File: src/rtl/filter_sched_pkg.sv
// Shared types and width helpers for the filter row scheduler and filter buffer.
// Latency: none (declarations only).
// Backpressure: not applicable.
package filter_sched_pkg;

  typedef enum logic [2:0] {
    S_IDLE       = 3'd0,
    S_PRELOAD    = 3'd1,
    S_LOAD       = 3'd2,
    S_WAIT_VALID = 3'd3,
    S_HOLD       = 3'd4,
    S_DONE       = 3'd5
  } state_t;

  // Width of an index over n entries; never narrower than one bit so that
  // single-entry configurations still yield legal vector declarations.
  function automatic int clog2_min1(input int n);
    int w;
    w = $clog2(n);
    return (w < 1) ? 1 : w;
  endfunction

endpackage

File: src/rtl/row_id_counter.sv
// Nested (filter, channel) row counter: channel is the inner index, filter the outer.
// Latency: new IDs visible the cycle after clr/en; last_row is combinational from the IDs.
// Backpressure: none; advances only when en is asserted by the owner FSM.
//
// Ports: clk/rst (async active-low), clr (return to row 0,0; wins over en),
//        en (advance one row), filter_id/channel_id (current row), last_row.
module row_id_counter #(
  parameter int NUM_FILTERS  = 1,
  parameter int NUM_CHANNELS = 1,
  parameter int FW           = 1,
  parameter int CW           = 1
) (
  input  logic          clk,
  input  logic          rst,
  input  logic          clr,
  input  logic          en,
  output logic [FW-1:0] filter_id,
  output logic [CW-1:0] channel_id,
  output logic          last_row
);

  localparam logic [FW-1:0] F_LAST = FW'(NUM_FILTERS - 1);
  localparam logic [CW-1:0] C_LAST = CW'(NUM_CHANNELS - 1);

  assign last_row = (filter_id == F_LAST) && (channel_id == C_LAST);

  always_ff @(posedge clk or negedge rst) begin
    if (!rst) begin
      filter_id  <= '0;
      channel_id <= '0;
    end else if (clr) begin
      filter_id  <= '0;
      channel_id <= '0;
    end else if (en) begin
      if (channel_id == C_LAST) begin
        channel_id <= '0;
        // Wrap after the last row keeps both IDs inside their legal ranges.
        filter_id  <= (filter_id == F_LAST) ? '0 : filter_id + 1'b1;
      end else begin
        channel_id <= channel_id + 1'b1;
      end
    end
  end

endmodule

File: src/rtl/filter_row_sched.sv
// Filter weight buffer controller: preloads weight triples, then sequences (filter, channel) rows.
// Latency: preload writes registered (+1 cycle); cmd_run to first fb_load_row is 1 cycle; 3 cycles/row minimum.
// Backpressure: wt_ready high only in PRELOAD; rows wait indefinitely on fb_weight_valid and row_ack.
//
// Ports: clk, rst (async active-low); cmd_preload/cmd_run (one-cycle commands);
//        wt_valid/wt_ready/wt_data (weight source, lanes pe2|pe1|pe0 from MSB);
//        fb_preload_* (buffer write port); fb_load_row/fb_filter_id/fb_channel_id (row request);
//        fb_weight_valid/row_ack (row handshake); busy, preload_done, run_done, err_not_loaded (status).
module filter_row_sched
  import filter_sched_pkg::*;
#(
  parameter  int DATA_WIDTH   = 16,
  parameter  int NUM_FILTERS  = 1,
  parameter  int NUM_CHANNELS = 1,
  parameter  int KERNEL_SIZE  = 3,
  localparam int DEPTH        = NUM_FILTERS * NUM_CHANNELS * KERNEL_SIZE,
  localparam int AW           = clog2_min1(DEPTH),
  localparam int FW           = clog2_min1(NUM_FILTERS),
  localparam int CW           = clog2_min1(NUM_CHANNELS)
) (
  input  logic                    clk,
  input  logic                    rst,
  input  logic                    cmd_preload,
  input  logic                    cmd_run,
  input  logic                    wt_valid,
  output logic                    wt_ready,
  input  logic [3*DATA_WIDTH-1:0] wt_data,
  output logic                    fb_preload_en,
  output logic [AW-1:0]           fb_preload_addr,
  output logic [DATA_WIDTH-1:0]   fb_preload_data_pe0,
  output logic [DATA_WIDTH-1:0]   fb_preload_data_pe1,
  output logic [DATA_WIDTH-1:0]   fb_preload_data_pe2,
  output logic                    fb_load_row,
  output logic [FW-1:0]           fb_filter_id,
  output logic [CW-1:0]           fb_channel_id,
  input  logic                    fb_weight_valid,
  input  logic                    row_ack,
  output logic                    busy,
  output logic                    preload_done,
  output logic                    run_done,
  output logic                    err_not_loaded
);

  localparam logic [AW-1:0] ADDR_LAST = AW'(DEPTH - 1);

  state_t        state;
  logic [AW-1:0] addr_cnt;
  logic          id_clr;
  logic          id_en;
  logic          last_row;

  assign wt_ready = (state == S_PRELOAD);
  assign busy     = (state != S_IDLE);

  // A run start restarts from row (0,0); preload has priority over a coincident run.
  assign id_clr = (state == S_IDLE) && cmd_run && !cmd_preload && preload_done;
  assign id_en  = (state == S_HOLD) && row_ack;

  row_id_counter #(
    .NUM_FILTERS  (NUM_FILTERS),
    .NUM_CHANNELS (NUM_CHANNELS),
    .FW           (FW),
    .CW           (CW)
  ) u_row_id (
    .clk        (clk),
    .rst        (rst),
    .clr        (id_clr),
    .en         (id_en),
    .filter_id  (fb_filter_id),
    .channel_id (fb_channel_id),
    .last_row   (last_row)
  );

  always_ff @(posedge clk or negedge rst) begin
    if (!rst) begin
      state               <= S_IDLE;
      addr_cnt            <= '0;
      fb_preload_en       <= 1'b0;
      fb_preload_addr     <= '0;
      fb_preload_data_pe0 <= '0;
      fb_preload_data_pe1 <= '0;
      fb_preload_data_pe2 <= '0;
      fb_load_row         <= 1'b0;
      preload_done        <= 1'b0;
      run_done            <= 1'b0;
      err_not_loaded      <= 1'b0;
    end else begin
      // Strobes default low so each is a single-cycle pulse.
      fb_preload_en  <= 1'b0;
      fb_load_row    <= 1'b0;
      run_done       <= 1'b0;
      err_not_loaded <= 1'b0;
      case (state)
        S_IDLE: begin
          if (cmd_preload) begin
            state        <= S_PRELOAD;
            preload_done <= 1'b0;
            addr_cnt     <= '0;
          end else if (cmd_run) begin
            if (preload_done) begin
              state       <= S_LOAD;
              fb_load_row <= 1'b1;
            end else begin
              err_not_loaded <= 1'b1;
            end
          end
        end
        S_PRELOAD: begin
          if (wt_valid) begin
            fb_preload_en       <= 1'b1;
            fb_preload_addr     <= addr_cnt;
            fb_preload_data_pe0 <= wt_data[DATA_WIDTH-1:0];
            fb_preload_data_pe1 <= wt_data[2*DATA_WIDTH-1:DATA_WIDTH];
            fb_preload_data_pe2 <= wt_data[3*DATA_WIDTH-1:2*DATA_WIDTH];
            addr_cnt            <= addr_cnt + 1'b1;
            if (addr_cnt == ADDR_LAST) begin
              state        <= S_IDLE;
              preload_done <= 1'b1;
            end
          end
        end
        // fb_load_row was raised on entry, so LOAD lasts exactly one cycle.
        S_LOAD: state <= S_WAIT_VALID;
        S_WAIT_VALID: begin
          if (fb_weight_valid) state <= S_HOLD;
        end
        S_HOLD: begin
          if (row_ack) begin
            if (last_row) begin
              state    <= S_DONE;
              run_done <= 1'b1;
            end else begin
              state       <= S_LOAD;
              fb_load_row <= 1'b1;
            end
          end
        end
        S_DONE:  state <= S_IDLE;
        default: state <= S_IDLE;
      endcase
    end
  end

endmodule

File: config.mk
export PLATFORM = sky130hd
export DESIGN_NAME = filter_row_sched
export DESIGN_NICKNAME = d
export VERILOG_FILES = /design/src/rtl/filter_sched_pkg.sv /design/src/rtl/row_id_counter.sv /design/src/rtl/filter_row_sched.sv
export SDC_FILE = /design/constraint.sdc
export NUM_CORES = 1
export LEC_CHECK = 0
export BUFFER_PORTS_ARGS = -buffer_cell sky130_fd_sc_hd__buf_2
export CAP_MARGIN = 10
export CORE_MARGIN = 2
export CORE_UTILIZATION = 47
export DETAILED_ROUTE_END_ITERATION = 6
export PLACE_DENSITY = 0.77
export SETUP_SLACK_MARGIN = 0.3
export SYNTH_ARGS = -nofsm -noshare
export SYNTH_HDL_FRONTEND = slang
export SYNTH_SLANG_ARGS = --single-unit
File: constraint.sdc
create_clock -name clk -period 2.1 [get_ports clk]
set_clock_uncertainty 0.05 [all_clocks]
set_input_delay 0.315 -clock clk [delete_from_list [all_inputs] [get_ports clk]]
set_output_delay 0.315 -clock clk [all_outputs]
set_load 0.05 [all_outputs]
# == After elaboration in Yosys (flattened, before gate mapping) ==
# Cells that the tools add are included.
# word_totals
reg_bits,62
out_inout_bits,59
elab_cells,84
# classes
addsub,3
n_eq_ne,13
n_mux,38
bitwise_logic,2
n_reduce_logical,15
# ops
operator,n
$mux 1,24
$mux 3,8
$pmux 3 s5,1
$ne 2x2->1 const B,5
$eq 3x2->1 const B,2
$ne 3x3->1 const B,2
$reduce_and 6->1,1
$logic_and 1x1->1,5
$mux 2,2
$pmux 1 s2,2
$pmux 2 s2,1
$reduce_and 2->1,2
$reduce_and 4->1,1
$reduce_bool 2->1,2
$eq 3x1->1 const B,1
$eq 3x3->1 const B,1
$logic_not 3->1,1
$reduce_and 3->1,1
$reduce_bool 3->1,1
$add 1x1->1 const B,2
$add 2x1->2 const B,1
$eq 2x2->1 const B,1
$ne 2x1->1 const B,1
$not 1->1,2
$logic_not 1->1,1

# == Longest topological paths before layout ==
# Gate-level depths: netlist (run 1).
# logic_depth
word_depth,6
mapped_depth,6
ltp_nobuf,5

# == Modules after synthesis ==
# Synthesis (run 1) repeated with hierarchy kept, for this count alone.
# hier_totals
cells_unflattened,159
hier_area_um2,2657.5
# by_module_without_submodules
mod,instances,cells_per_inst,area_per_inst_um2
filter_row_sched,1,154,2627.5
row_id_counter,1,5,30.0

# == Least setup slack after synthesis (run 1) ==
# OpenSTA, ideal clock, no wires.
# synth_timing
path_type,reg2out
from,register state[2]
to,output port wt_ready
t_arrival_ns,1.355
path_slack_ns,0.380
stages_incl_launch_ff,3
n_path_buf,0
cell_sequence,dfrtp_1 or2b_1 nor2_1
# synth_via
elab_chain_len,1
# synth_rtl
item,line_no,text
start: declaration,filter_row_sched.sv:46,state_t state;
start signal: assignment,filter_row_sched.sv:76,state <= S_IDLE;
start signal: assignment,filter_row_sched.sv:96,state <= S_PRELOAD;
start signal: assignment,filter_row_sched.sv:101,state <= S_LOAD;
$eq 3x1->1,filter_row_sched.sv:52,assign wt_ready = (state == S_PRELOAD);
end: declaration,filter_row_sched.sv:26,"output logic wt_ready,"
# Every way passes these cells.

# == Final worst setup path (run 1) ==
# Same ends and word-level chain as after synthesis.

==> results.cfg, run 1 <==
[grt]
grt_usage_pct = 16.9
grt_pass1_vias = 1631
grt_antenna_before_repair = 0
grt_pass1_wl_um = 7800
gr-total-overflow = 0
grt_max_degree = 56

[floorplan]
die_h_um = 78.3
start_util_pct = 48.0
rows = 27
dieArea_mm2 = 0.00613
die_w_um = 78.3
io_pins = 114
core_mm2 = 0.00541

[clock_network]
ctsLongestPathBuffers = 2
h-tree-depth = 3
clock-sinks = 60
root_buffer = clkbuf_8
cts_tree = built
cts_inserted_buffers = 9
path_clk_slew_ps = 70
worstSkewPairLatency_ps = 320

[cells_and_area]
drive_gt1_share_pct = 69.0
diodes = 0
layout.nets = 328
final_cell_mix = 110 x buf_2, 57 x dfrtp_1, 46 x mux2_4
area_growth_pct = 33.2
nFillCells = 414
mostFrequentLayoutCell = buf_2

[worst_setup_path]
end_kind = output pin
r2r_slack_ps = 320
r2r_end = fb_preload_data_pe0[15]
cpPeakStageDelay_ps = 470
critPathMaxFanout = 7
ff2ff_path_depth = 4
cp_num_buf_inv = 1
worst_setup_path_start_kind = flip-flop
r2r-start = state[1]
crit_required_ps = 1740
path_cells = or2b_1, nor2_1, buf_6
crit_type = reg2out
path_delay_family = flip-flops
slowest_stage = dfrtp_2
cp.arrival_ps = 1410

[hold_path]
hp-class = in2reg
hold_depth = 2
whs_endpoint = fb_preload_data_pe0[13]
min_from = wt_data[13]

[drt]
dr.pass1.iters = 4
routed_via_density = 4.75
drtAntennaViolNets = 0
wl_met1_um = 2270
num_vias = 1658
route.detailed.drc = 0
drt_iter0_drc = 50
wl_um = 5310
dr_wl_met2_um = 2680
highest_layer = met4
routed_wire_length_per_instance_um = 15.2
dr_wl_met3_um = 296

[timing]
finalHoldViolCount = 0
slew_violations = 0
period_minus_slack_ps = 1780
setup_viol = 0
max_slew_margin_pct = 57.1
finalCritPeriodShare_pct = 84.5
grt_setup_unrepaired = true
max_freq_mhz = 563
tightest_slew_ps = 644
finalSetupTns_ps = 0

[synthesis]
synth-async-reset-ratio_pct = 100
synthFlopType = dfrtp_1
synth_area_leaders = dfrtp_1 58%, mux2_4 27%, buf_12 3.9%
synthSimpleGateAreaFrac_pct = 4.29
yosysWarnings = 0
synth-compound-area-share_pct = 2.56
yosysSeqAreaShare_pct = 57.9
synth_adder_area_share_pct = 0.482
synth_top_family_by_area = multiplexers
syn_area_mm2 = 0.00259
synth_xor_area_share_pct = 0
avgSynthCellArea_um2 = 17.2
synth-edff-count = 0
synth.area.mux_share_pct = 28.8
synth_cell_types = 24
synth_area_leader_cell = dfrtp_1
synth_top_area_share_pct = 57.9
ys_ff_latch = 60
synth_cells = 151

[flow_run]
cap_violations = 0

[run_status]
status = completed

[placement]
io_buffers = 111
dp_hpwl_um = 3440
globalplace.congestion = 0.733
## state kept, by name (all words and copies together), names as in the netlist
name and count:
fb_preload_data_pe0 16, fb_preload_data_pe1 16, fb_preload_data_pe2 16, state 3
addr_cnt 2, fb_preload_addr 2, err_not_loaded 1, fb_load_row 1
fb_preload_en 1, preload_done 1, run_done 1
## cells by family (layout without fill, tap and decap cells)
logic type,count (synthesis),count (layout)
other,1,2
adder cells (fa/ha/maj),1,1
multiplexers,51,51
AO/OA/AOI/OAI,9,9
flip-flops,60,60
AND/OR/NAND/NOR,16,16
buffers and inverters,13,138
## what timing repair did
| action | CTS | global route |
|---|---|---|
| hold buffers | 1 | 0 |
| buffers inserted | 0 | 2 |
| setup endpoints to repair | 7 | 33 |
| hold endpoints to repair | 26 | 0 |
| pin swaps | 0 | 2 |
| resized for setup | 5 | 5 |
| gates cloned | 0 | 2 |
## synthesized netlist by cell type (2+ instances only)
library cell / number
inv_1: 4
mux2_2: 5
nand2_1: 5
o21ai_0: 2
dfrtp_1: 60
mux2_4: 46
buf_6: 2
nor4b_1: 2
a21oi_1: 2
nor2_1: 4
buf_4: 2
buf_12: 5
## metrics by stage
stage               worst slack [ps]  util, %  hold slack, ps  area (um^2)  instances
floorplan                        380        -           -30.6         2600        152
global placement                 316     58.2             316         3150        328
detailed placement               279     58.2             338         3150        328
CTS                              286     62.9             154         3400        345
global route                     265     63.9             148         3460        349
finish                           325     63.9             169         3460        349
## area by class of cell
class | count | area, um^2 | area share [%]
tap | 72 | 90.1 | 2.61
clock buffer | 11 | 131 | 3.80
timing repair buffer | 118 | 663 | 19.2
sequential | 60 | 1510 | 43.6
multi-input combinational | 79 | 951 | 27.5
inverter | 4 | 15.0 | 0.434
clock inverter | 5 | 100 | 2.90
## worst register-to-register path: stages, from the launching register on
cell and delay, ps:
dfrtp_2 490, nor4bb_4 350, buf_4 210, buf_6 230, mux2_4 330
## worst max path at each step
stage             start                endpoint  slack, ps  depth (start not counted)
2_1_floorplan  state[2]                wt_ready        380                          2
3_3_place_gp   state[1]  fb_preload_data_pe0[6]        320                          3
3_5_place_dp   state[1]  fb_preload_data_pe2[6]        280                          3
4_1_cts        state[1]                    busy        290                          3
5_1_grt        state[1]  fb_preload_data_pe0[1]        260                          4
6_report       state[2]                wt_ready        320                          3
## per-layer routing
layer  vias to the layer above  GRT usage (%)
met5                         -              0
met3                         7           4.94
met2                        59           27.0
met1                       830           21.2
met4                         0           7.89
li1                        762              -
Power of run 1 is left out: the tool's default activity adds up to more than one toggle a clock period on the data nets, which glitch-free logic cannot reach.
==> inputs of run 2 (changes only) <==
==> constraint.sdc (replaced) <==
create_clock -name clk -period 1.64 [get_ports clk]
set_clock_uncertainty 0.05 [all_clocks]
set_input_delay 0.246 -clock clk [delete_from_list [all_inputs] [get_ports clk]]
set_output_delay 0.246 -clock clk [all_outputs]
set_load 0.05 [all_outputs]
==> results.cfg, run 2 (synthesis results as in run 1) <==
[clock_network]
root_buffer = clkbuf_8
h-tree-depth = 3
cts_tree = built
path_clk_slew_ps = 60
clock-sinks = 60
cts_inserted_buffers = 9
worstSkewPairLatency_ps = 320
ctsLongestPathBuffers = 2

[grt]
grt_pass1_wl_um = 8600
grt_pass1_vias = 1746
gr-total-overflow = 0
grt_antenna_before_repair = 0
grt_usage_pct = 18.4
grt_max_degree = 61

[cells_and_area]
largest_registers = fb_preload_data_pe0: 16 flops, fb_preload_data_pe1: 16 flops, fb_preload_data_pe2: 16 flops
diodes = 0
final_cell_mix = 108 x buf_2, 60 x dfrtp_1, 50 x mux2_4
mostFrequentLayoutCell = buf_2
area_growth_pct = 38.7
drive_gt1_share_pct = 70.9
final_cells = 364
layout.nets = 344
fin_util_pct = 66.6

[worst_setup_path]
r2r_end = fb_preload_data_pe0[9]
cp.arrival_ps = 1410
path_cells = buf_4, nor3_2, buf_4, inv_2, buf_6
startpoint = state[1]
end_kind = output pin
cpPeakStageDelay_ps = 400
slowest_stage = dfrtp_1
crit_type = reg2out
path_common_cell = buf_4
ff2ff_path_depth = 5
crit_required_ps = 1340
crit_end = busy
r2r_slack_ps = -60
worst_setup_path_start_kind = flip-flop
critPathMaxFanout = 9
r2r-start = state[1]

[drt]
wl_um = 5520
num_vias = 1722
drt_iter0_drc = 93
routed_via_density = 4.73
routed_wire_length_per_instance_um = 15.2
drtAntennaViolNets = 0
dr.pass1.iters = 4
route.detailed.drc = 0

[flow_run]
cap_violations = 0

[timing]
finalCritPeriodShare_pct = 104
finalHoldViolCount = 0
grt_setup_unrepaired = true
max_freq_mhz = 585
finalWorstSetupSlack_ps = -69.0
slew_violations = 0
worst_hold_slack_ps = 107
period_minus_slack_ps = 1710
setup_viol = 48

[floorplan]
rows = 27
dieArea_mm2 = 0.00613
core_mm2 = 0.00541
die_w_um = 78.3
io_pins = 114
die_h_um = 78.3
start_util_pct = 48.0

[run_status]
status = finished with violations
violations = setup timing

[placement]
placed_cells = 337
dp_hpwl_um = 3710
globalplace.congestion = 0.841
io_buffers = 111
post-place-ws_ps = 18.2

[hold_path]
hp-class = in2reg
-- run 2: cell types whose count changed in the layout (fill, tap and decap cells not counted), sizes merged --
cell / change
clkbuf: +4
buf: +14
bufinv: -3
-- run 2: metrics by stage --
stage / area [um^2] / setup TNS (ps)
2_1_floorplan: 2600 / 0
3_3_place_gp: 3230 / 0
3_5_place_dp: 3230 / 0
4_1_cts: 3450 / -2330
5_1_grt: 3600 / -5970
6_report: 3600 / -1940
-- run 2: worst min path at each step --
| stage | start | endpoint | slack (ps) | depth (start not counted) |
|---|---|---|---|---|
| 4_1_cts | wt_data[6] | fb_preload_data_pe0[6] | 90 | 2 |
| 3_3_place_gp | rst | fb_preload_data_pe2[13] | 220 | 2 |
| 3_5_place_dp | rst | fb_preload_data_pe0[8] | 220 | 2 |
| 6_report | wt_data[14] | fb_preload_data_pe0[14] | 110 | 2 |
| 2_1_floorplan | rst | addr_cnt[0] | -100 | 0 |
| 5_1_grt | wt_data[13] | fb_preload_data_pe0[13] | 80 | 2 |
-- run 2: layout make-up --
type,count,area [um^2]
multi-input combinational,79,972
timing repair buffer,134,852
clock buffer,13,159
sequential,60,1500
fill,411,1810
inverter,4,15.0
tap,72,90.1
clock inverter,2,10.0
-- run 2: critical path: cells and delay by family (launching register included) --
| family | cells | cell delay, ps |
|---|---|---|
| AND/OR/NAND/NOR | 1 | 180 |
| flip-flops | 1 | 400 |
| buffers and inverters | 4 | 510 |
-- run 2: routing by layer --
metal	up-vias	part of all wire (%)	routed length [um]	GRT usage (%)
met2	60	52	2860	29.7
met5	-	0	0	0
met1	862	42	2320	23.4
li1	795	-	-	-
met3	5	5.2	285	5.06
met4	0	0.94	52	7.89
-- run 2: what timing repair did --
item / CTS / global route
setup endpoints to repair: 56 / 60
gates resized for setup: 5 / 16
hold endpoints to repair: 60 / 0
hold buffers: 1 / 0
pin swaps: 0 / 1
cloned: 0 / 2
buffers inserted: 3 / 6
Power of run 2 is left out for the same reason.
==> inputs of run 3 (changes only) <==
--- a/config.mk
+++ b/config.mk
@@ -11,6 +11,7 @@
 export CORE_UTILIZATION = 47
 export DETAILED_ROUTE_END_ITERATION = 6
 export PLACE_DENSITY = 0.77
+export REMOVE_ABC_BUFFERS = 1
 export SETUP_SLACK_MARGIN = 0.3
 export SYNTH_ARGS = -nofsm -noshare
 export SYNTH_HDL_FRONTEND = slang
==> results.cfg, run 3 (synthesis results as in run 1) <==
[run_status]
status = finished with violations
violations = setup timing

[clock_network]
cts_tree = built
worstSkewPairLatency_ps = 330
cts_inserted_buffers = 9
h-tree-depth = 3
ctsLongestPathBuffers = 2
path_clk_slew_ps = 80
clock-sinks = 60
root_buffer = clkbuf_8

[worst_setup_path]
slowest_stage = dfrtp_1
path_cells = buf_4, or2b_1, nor2_1, buf_6
worst_setup_path_start_kind = flip-flop
cp_num_buf_inv = 2
cp.arrival_ps = 1410
critPathMaxFanout = 6
ff2ff_path_depth = 6
crit_required_ps = 1340
cpPeakStageDelay_ps = 380
path_depth = 4
crit_type = reg2out
path_delay_family = flip-flops
end_kind = output pin

[cells_and_area]
layout.nets = 351
area_growth_pct = 47.4
drive_gt1_share_pct = 72.3
mostFrequentLayoutCell = buf_2
finalInstanceArea_mm2 = 0.00382
nFillCells = 380
final_cells = 372
final_cell_mix = 108 x buf_2, 60 x dfrtp_1, 51 x mux2_4
largest_registers = fb_preload_data_pe0: 16 flops, fb_preload_data_pe1: 16 flops, fb_preload_data_pe2: 16 flops
diodes = 0

[floorplan]
io_pins = 114
dieArea_mm2 = 0.00613
die_w_um = 78.3
die_h_um = 78.3
rows = 27
core_mm2 = 0.00541
start_util_pct = 48.0

[placement]
io_buffers = 111
globalplace.congestion = 0.815
dp_hpwl_um = 3730
post-place-ws_ps = 1.05
placed_cells = 339
place_area_mm2 = 0.00327

[grt]
use_met2_pct = 29.3
use_met1_pct = 23.3
gr-total-overflow = 0
grt_pass1_wl_um = 8540
grt_use_met3_pct = 7.01
grt_pass1_vias = 1792
grt_max_degree = 61
top_usage_layer = met2
grt_antenna_before_repair = 0
grt_usage_pct = 18.4

[drt]
num_vias = 1772
routed_via_density = 4.76
drtAntennaViolNets = 0
dr.pass1.iters = 4
routed_wire_length_per_instance_um = 15.8
drt_iter0_drc = 38
route.detailed.drc = 0
wl_um = 5870

[timing]
grt_setup_unrepaired = true
period_minus_slack_ps = 1710
max_freq_mhz = 586
finalCritPeriodShare_pct = 104
slew_violations = 0
finalWorstSetupSlack_ps = -66.9
worst_hold_slack_ps = 87.7
setup_viol = 35
finalHoldViolCount = 0

[hold_path]
hp-class = in2reg
hold_depth = 2

[flow_run]
cap_violations = 0
-- run 3: changes by cell type in the layout (fill, tap and decap cells not counted), moves of 3 or more --
| cell | change |
|---|---|
| buf_6 | -4 |
| buf_12 | +3 |
| clkbuf_16 | +3 |
| buf_8 | +3 |
-- run 3: cell type report --
cell class	count	area (um^2)	share of cell area, %
repair buffers	141	1000	26.2
inverters	4	15.0	0.393
flip-flops and latches	60	1500	39.3
multi-input cells	79	1010	26.3
well taps	72	90.1	2.36
clock buffers	11	151	3.96
clock inverters	5	58.8	1.54
-- run 3: through the flow --
stage          setup TNS, ps  utilization, %
6_report               -1260            70.8
5_1_grt                -4440            70.8
4_1_cts                -1460            66.1
3_5_place_dp               0            60.4
3_3_place_gp               0            60.4
2_1_floorplan        -114130               -
-- run 3: worst paths after layout --
path	start	end	slack (ps)
min	wt_data[28]	fb_preload_data_pe1[12]	90
max in group asynchronous	rst	fb_preload_data_pe1[11]	860
min reg2reg	fb_preload_data_pe1[14]	fb_preload_data_pe1[14]	460
max reg2reg	state[2]	fb_preload_data_pe1[4]	-60
min in group asynchronous	rst	fb_preload_data_pe0[15]	390
max	state[2]	wt_ready	-70
-- run 3: routing by layer --
| layer | vias up | part of all wire (%) |
|---|---|---|
| li1 | 813 | - |
| met5 | - | 0 |
| met3 | 6 | 6.3 |
| met1 | 881 | 42 |
| met2 | 72 | 51 |
| met4 | 0 | 1.1 |
-- run 3: timing repair --
item	CTS	global route
buffers inserted	5	6
setup endpoints to repair	56	58
hold buffers	1	0
pin swaps	2	3
hold endpoints to repair	60	0
gates resized for setup	10	18
cloned	0	5
Power of run 3 is left out for the same reason.
